[src/rtl/loop_addr_linearizer.sv]
// Flattens a 4-deep loop index tuple into a buffer address: base + sum(idx_k * stride_k).
// Two-stage valid/ready pipeline with per-beat range check, end-of-nest flag and beat counter.
module loop_addr_linearizer #(
  parameter int IDX_W  = 16,
  parameter int ADDR_W = 32,
  parameter int CNT_W  = 32
) (
  input  logic              clk,
  input  logic              rst,
  input  logic              in_valid,
  output logic              in_ready,
  input  logic [IDX_W-1:0]  in_i0,
  input  logic [IDX_W-1:0]  in_i1,
  input  logic [IDX_W-1:0]  in_i2,
  input  logic [IDX_W-1:0]  in_i3,
  input  logic [IDX_W-1:0]  dim0,
  input  logic [IDX_W-1:0]  dim1,
  input  logic [IDX_W-1:0]  dim2,
  input  logic [IDX_W-1:0]  dim3,
  input  logic [ADDR_W-1:0] stride0,
  input  logic [ADDR_W-1:0] stride1,
  input  logic [ADDR_W-1:0] stride2,
  input  logic [ADDR_W-1:0] stride3,
  input  logic [ADDR_W-1:0] base,
  output logic              out_valid,
  input  logic              out_ready,
  output logic [ADDR_W-1:0] out_addr,
  output logic              out_err,
  output logic              out_last,
  output logic [CNT_W-1:0]  beat_cnt
);

  logic [IDX_W-1:0]  idx_s    [4];
  logic [IDX_W-1:0]  dim_s    [4];
  logic [ADDR_W-1:0] stride_s [4];

  logic [ADDR_W-1:0] prod_d   [4];
  logic              err1_d;
  logic              last1_d;

  logic              v1_q, v1_d;
  logic [ADDR_W-1:0] prod_q   [4];
  logic [ADDR_W-1:0] base_q;
  logic              err1_q;
  logic              last1_q;

  logic              v2_q, v2_d;
  logic [ADDR_W-1:0] addr_q;
  logic              err2_q;
  logic              last2_q;
  logic [CNT_W-1:0]  cnt_q;

  logic              s2_adv_s;
  logic              in_hs_s;
  logic              out_hs_s;
  logic [ADDR_W-1:0] sum_s;

  assign idx_s    = '{in_i0, in_i1, in_i2, in_i3};
  assign dim_s    = '{dim0, dim1, dim2, dim3};
  assign stride_s = '{stride0, stride1, stride2, stride3};

  assign s2_adv_s = ~v2_q | out_ready;
  assign in_ready = ~v1_q | s2_adv_s;
  assign in_hs_s  = in_valid & in_ready;
  assign out_hs_s = v2_q & out_ready;

  // Per-loop products and range flags; last is masked by err so a zero dim never reports last.
  always_comb begin
    err1_d  = 1'b0;
    last1_d = 1'b1;
    for (int k = 0; k < 4; k++) begin
      prod_d[k] = ADDR_W'(idx_s[k]) * stride_s[k];
      err1_d    = err1_d | (idx_s[k] >= dim_s[k]);
      last1_d   = last1_d & (idx_s[k] == (dim_s[k] - IDX_W'(1)));
    end
    last1_d = last1_d & ~err1_d;
  end

  // Valid-bit next state for both stages.
  always_comb begin
    if (in_hs_s) begin
      v1_d = 1'b1;
    end else if (s2_adv_s) begin
      v1_d = 1'b0;
    end else begin
      v1_d = v1_q;
    end
    if (s2_adv_s) begin
      v2_d = v1_q;
    end else begin
      v2_d = v2_q;
    end
  end

  assign sum_s = base_q + prod_q[0] + prod_q[1] + prod_q[2] + prod_q[3];

  // Stage 1: capture products and config-derived flags on input handshake.
  always_ff @(posedge clk or posedge rst) begin
    if (rst) begin
      v1_q    <= 1'b0;
      base_q  <= '0;
      err1_q  <= 1'b0;
      last1_q <= 1'b0;
      for (int k = 0; k < 4; k++) prod_q[k] <= '0;
    end else begin
      v1_q <= v1_d;
      if (in_hs_s) begin
        base_q  <= base;
        err1_q  <= err1_d;
        last1_q <= last1_d;
        for (int k = 0; k < 4; k++) prod_q[k] <= prod_d[k];
      end
    end
  end

  // Stage 2: output register, held while stalled; beat counter saturates.
  always_ff @(posedge clk or posedge rst) begin
    if (rst) begin
      v2_q    <= 1'b0;
      addr_q  <= '0;
      err2_q  <= 1'b0;
      last2_q <= 1'b0;
      cnt_q   <= '0;
    end else begin
      v2_q <= v2_d;
      if (s2_adv_s && v1_q) begin
        addr_q  <= sum_s;
        err2_q  <= err1_q;
        last2_q <= last1_q;
      end
      if (out_hs_s && (cnt_q != '1)) begin
        cnt_q <= cnt_q + CNT_W'(1);
      end
    end
  end

  assign out_valid = v2_q;
  assign out_addr  = addr_q;
  assign out_err   = err2_q;
  assign out_last  = last2_q;
  assign beat_cnt  = cnt_q;

endmodule

[config.mk]
export PLATFORM = sky130hd
export DESIGN_NAME = loop_addr_linearizer
export DESIGN_NICKNAME = d
export VERILOG_FILES = /design/src/rtl/loop_addr_linearizer.sv
export SDC_FILE = /design/constraint.sdc
export NUM_CORES = 2
export LEC_CHECK = 0
export CAP_MARGIN = 20
export CORE_UTILIZATION = 50
export CTS_CLUSTER_DIAMETER = 120
export DETAILED_ROUTE_END_ITERATION = 10
export PLACE_DENSITY = 0.69
export RECOVER_POWER = 100
export SYNTH_ARGS = -nofsm -noshare
export SYNTH_HDL_FRONTEND = slang
export SYNTH_SLANG_ARGS = --single-unit
[constraint.sdc]
create_clock -name clk -period 10.85 [get_ports clk]
set_input_delay 1.085 -clock clk [delete_from_list [all_inputs] [get_ports clk]]
set_output_delay 1.085 -clock clk [all_outputs]
set_load 0.03 [all_outputs]
==> impl_results.md <==
- Failing checks: DRC, capacitance limit, slew limit
- Critical-path cell list: dlygate4sd3_1 -> clkbuf_1 -> nand2_1 -> fa_1 -> fa_1 -> fa_1 -> inv_1 -> fa_1 -> fa_1 -> inv_1 -> fa_1 -> inv_1 -> ha_1 -> nand2_1 -> nor2_1 -> a221o_1 -> nor3b_1 -> a211oi_1 -> a21oi_1 -> or4_1 -> a31oi_1 -> xnor2_1 -> o21ai_0
- Grt ovf: 0
- Commonest cells after routing, fill and taps aside: inv_1 (1423), fa_1 (1308), nand2_1 (1243)
- Antenna violations before repair: 8
- Fmax: between 0.1 and 0.15 GHz
- Arr. time, crit path: 8700 ps
- CTS root buf: clkbuf_16
- Largest net degree at the start of global routing: between 200 and 250
- Yosys warning total: 0
- Startpoint Class: primary input
- Syn Area/Cell: 8.94 um2
- Resized Gates After CTS: 0
- Slew headroom: -3.14
- Post-Synthesis Cells: 6742
- Share of layout cells above drive strength 1: 0.0266
- Hold depth: 2
- Ys flop type: dfrtp_1
- H-Tree Level Count: 1
- Synth unique cells: 71
- ANT nets after route: 0
- RSZ-0062 raised after global routing: false
- Register bit total from synthesis: 230
- Critical Path RT: approximately 11000 ps
- Cell row count: 127
- First-pass GRT wire length: roughly 280000 um
- Routed Wire Length: about 170000 um
- Reg2reg setup slack: around 4000 ps
- # DRC: 4
- Worst R2R End: prod_q[69]
- Top cell by count, worst path: fa_1
- DP Wirelength: 139000 um
- WP buf/inv: 5
- Initial Util: 0.504
- Worst-path clk slew: 60 ps
- R2r startpoint: out_valid
- Area growth, synth to finish: 9.87%
- Drt wl/cell: between 20 and 25 um
- Min Clock Period, post-route: between 8000 and 9000 ps
- Clk_skew: 34.2 ps
- Sequential cell area fraction in the yosys report: 0.0955
- Later-pin clock latency in the skew report: between 500 and 600 ps
- Synthesized area: around 60000 um2
- I/O pin cnt: 360
- Crit-path slowest cell: dlygate4sd3_1
- Status: finished with violations
- Maximum clock path buffer count: 3
- Port buffer count: between 300 and 400
- Die H: around 350 um
- Worst hold path type: reg -> reg
- EDFF count, synth: 0
- Routability cong.: just over 0.9
- Net Count, Synth: slightly below 9000
- Initial DRC count: roughly 3300
- Hold EP: out_addr[2]
- Max Cap Viol: 6
- Most common cell after layout, fill and taps aside: inv_1
- TNS Setup: 0 ps
- Worst Path Class, Setup: in -> reg
- Total core area: between 100000 and 150000 um2
- Post-CTS Hold Buffers: 0
- CP top delay family: adder cells
- Tcrit/Tclk final: 0.776
- First-pass detailed-route iteration total: 11
- Ys async rst share: 1.00
- Critical Path Max Stage Delay: approximately 1100 ps
- Total track usage: 0.292
- Die X-Extent: about 350 um
- Detailed-route via count: between 40000 and 50000
- NumNets Final: about 8900
- Full die area: between 100000 and 150000 um2
- Crit end category: register
- Final setup viols: 0
- CTS sink count: between 200 and 250
- Pins Over Slew Limit: ~570
- Drt via density: 5.38
- Final Hold Viols: 0
- R2R depth: 5
- CTS tree: yes
- Worst-path maximum fanout: 21
- Tightest Pin Transition: between 6000 and 7000 ps
- Post-CTS Setup Bufs: 0
- Hold Startpoint: out_addr[2]
- Vias in the first global route: just under 50000
- CTS Buf Count: 29
-- routing by layer --
layer	wire length, um	GRT usage	vias up	part of all wire
met3	14100	0.0522	400	0.081
met2	82300	0.483	1888	0.48
met5	47	0	-	0.00027
li1	-	-	20300	-
met1	69400	0.382	23300	0.40
met4	7430	0.112	8	0.043
-- cell usage after synthesis (all sizes together) (21+ instances only) --
cell type	count	area, um2
dfrtp	230	5760
nand2	1244	4670
ha	361	4520
nand3	42	210
fa	1308	26200
a21o	62	465
o21a	21	158
nor2	77	289
nand4	32	200
mux2	55	619
xor2	110	963
clkbuf	300	1130
o21ai	221	1110
a21oi	120	601
nor4	27	190
inv	1424	5350
o21bai	27	203
nor3	37	185
nand2b	29	181
xnor2	268	2350
and2	559	3500
-- worst min-delay path: cells and delay by family (launching register included) --
kind	cells	cell delay, ps
AND/OR/NAND/NOR	1	40
AO/OA/AOI/OAI	1	60
flip-flops	1	340
-- worst max-delay path by stage --
stage | depth (start not counted) | endpoint | slack (ps) | from
final | 23 | prod_q[95] | 2430 | in_i1[1]
after global placement | 22 | prod_q[60] | 2700 | in_i2[2]
after floorplan | 1 | base_q[0] | 3460 | rst
after CTS | 22 | prod_q[63] | 3140 | in_i2[2]
after detailed placement | 22 | prod_q[63] | 2520 | in_i2[2]
after global routing | 23 | prod_q[94] | 1980 | in_i1[1]
-- metrics by stage --
step	worst slack (ps)	instances	util	hold slack, ps	cell area (um2)
2_1_floorplan	3460	6742	-	446	60300
3_3_place_gp	2700	8476	0.546	464	65300
3_5_place_dp	2520	8476	0.546	470	65300
4_1_cts	3140	8526	0.553	483	66200
5_1_grt	1980	8529	0.553	500	66200
6_report	2430	8530	0.553	471	66200
-- logic make-up after synthesis --
kind of cell,synth area share
AND/OR/NAND/NOR,0.164
AO/OA/AOI/OAI,0.0581
flip-flops,0.0955
multiplexers,0.0104
adder cells (fa/ha/maj),0.509
XOR/XNOR,0.0549
buffers and inverters,0.108
-- state kept, by name, summed over array words and instances, names as in the netlist --
name	flops
out_valid	1
out_err	1
err1_q	1
base_q	32
prod_q	128
beat_cnt	32
out_last	1
v1_q	1
out_addr	32
last1_q	1
-- area by class of cell --
type	instances	area [um2]
inverter	1424	5350
clock inverter	11	131
antenna	1	2.50
sequential	230	5760
multi-input combinational	4777	48000
timing repair buffer	436	4180
fill	10700	53400
tap	1612	2020
clock buffer	39	793
Power is not shown: default switching activity piles up to over one toggle a cycle in this logic, so the estimate is an artifact.
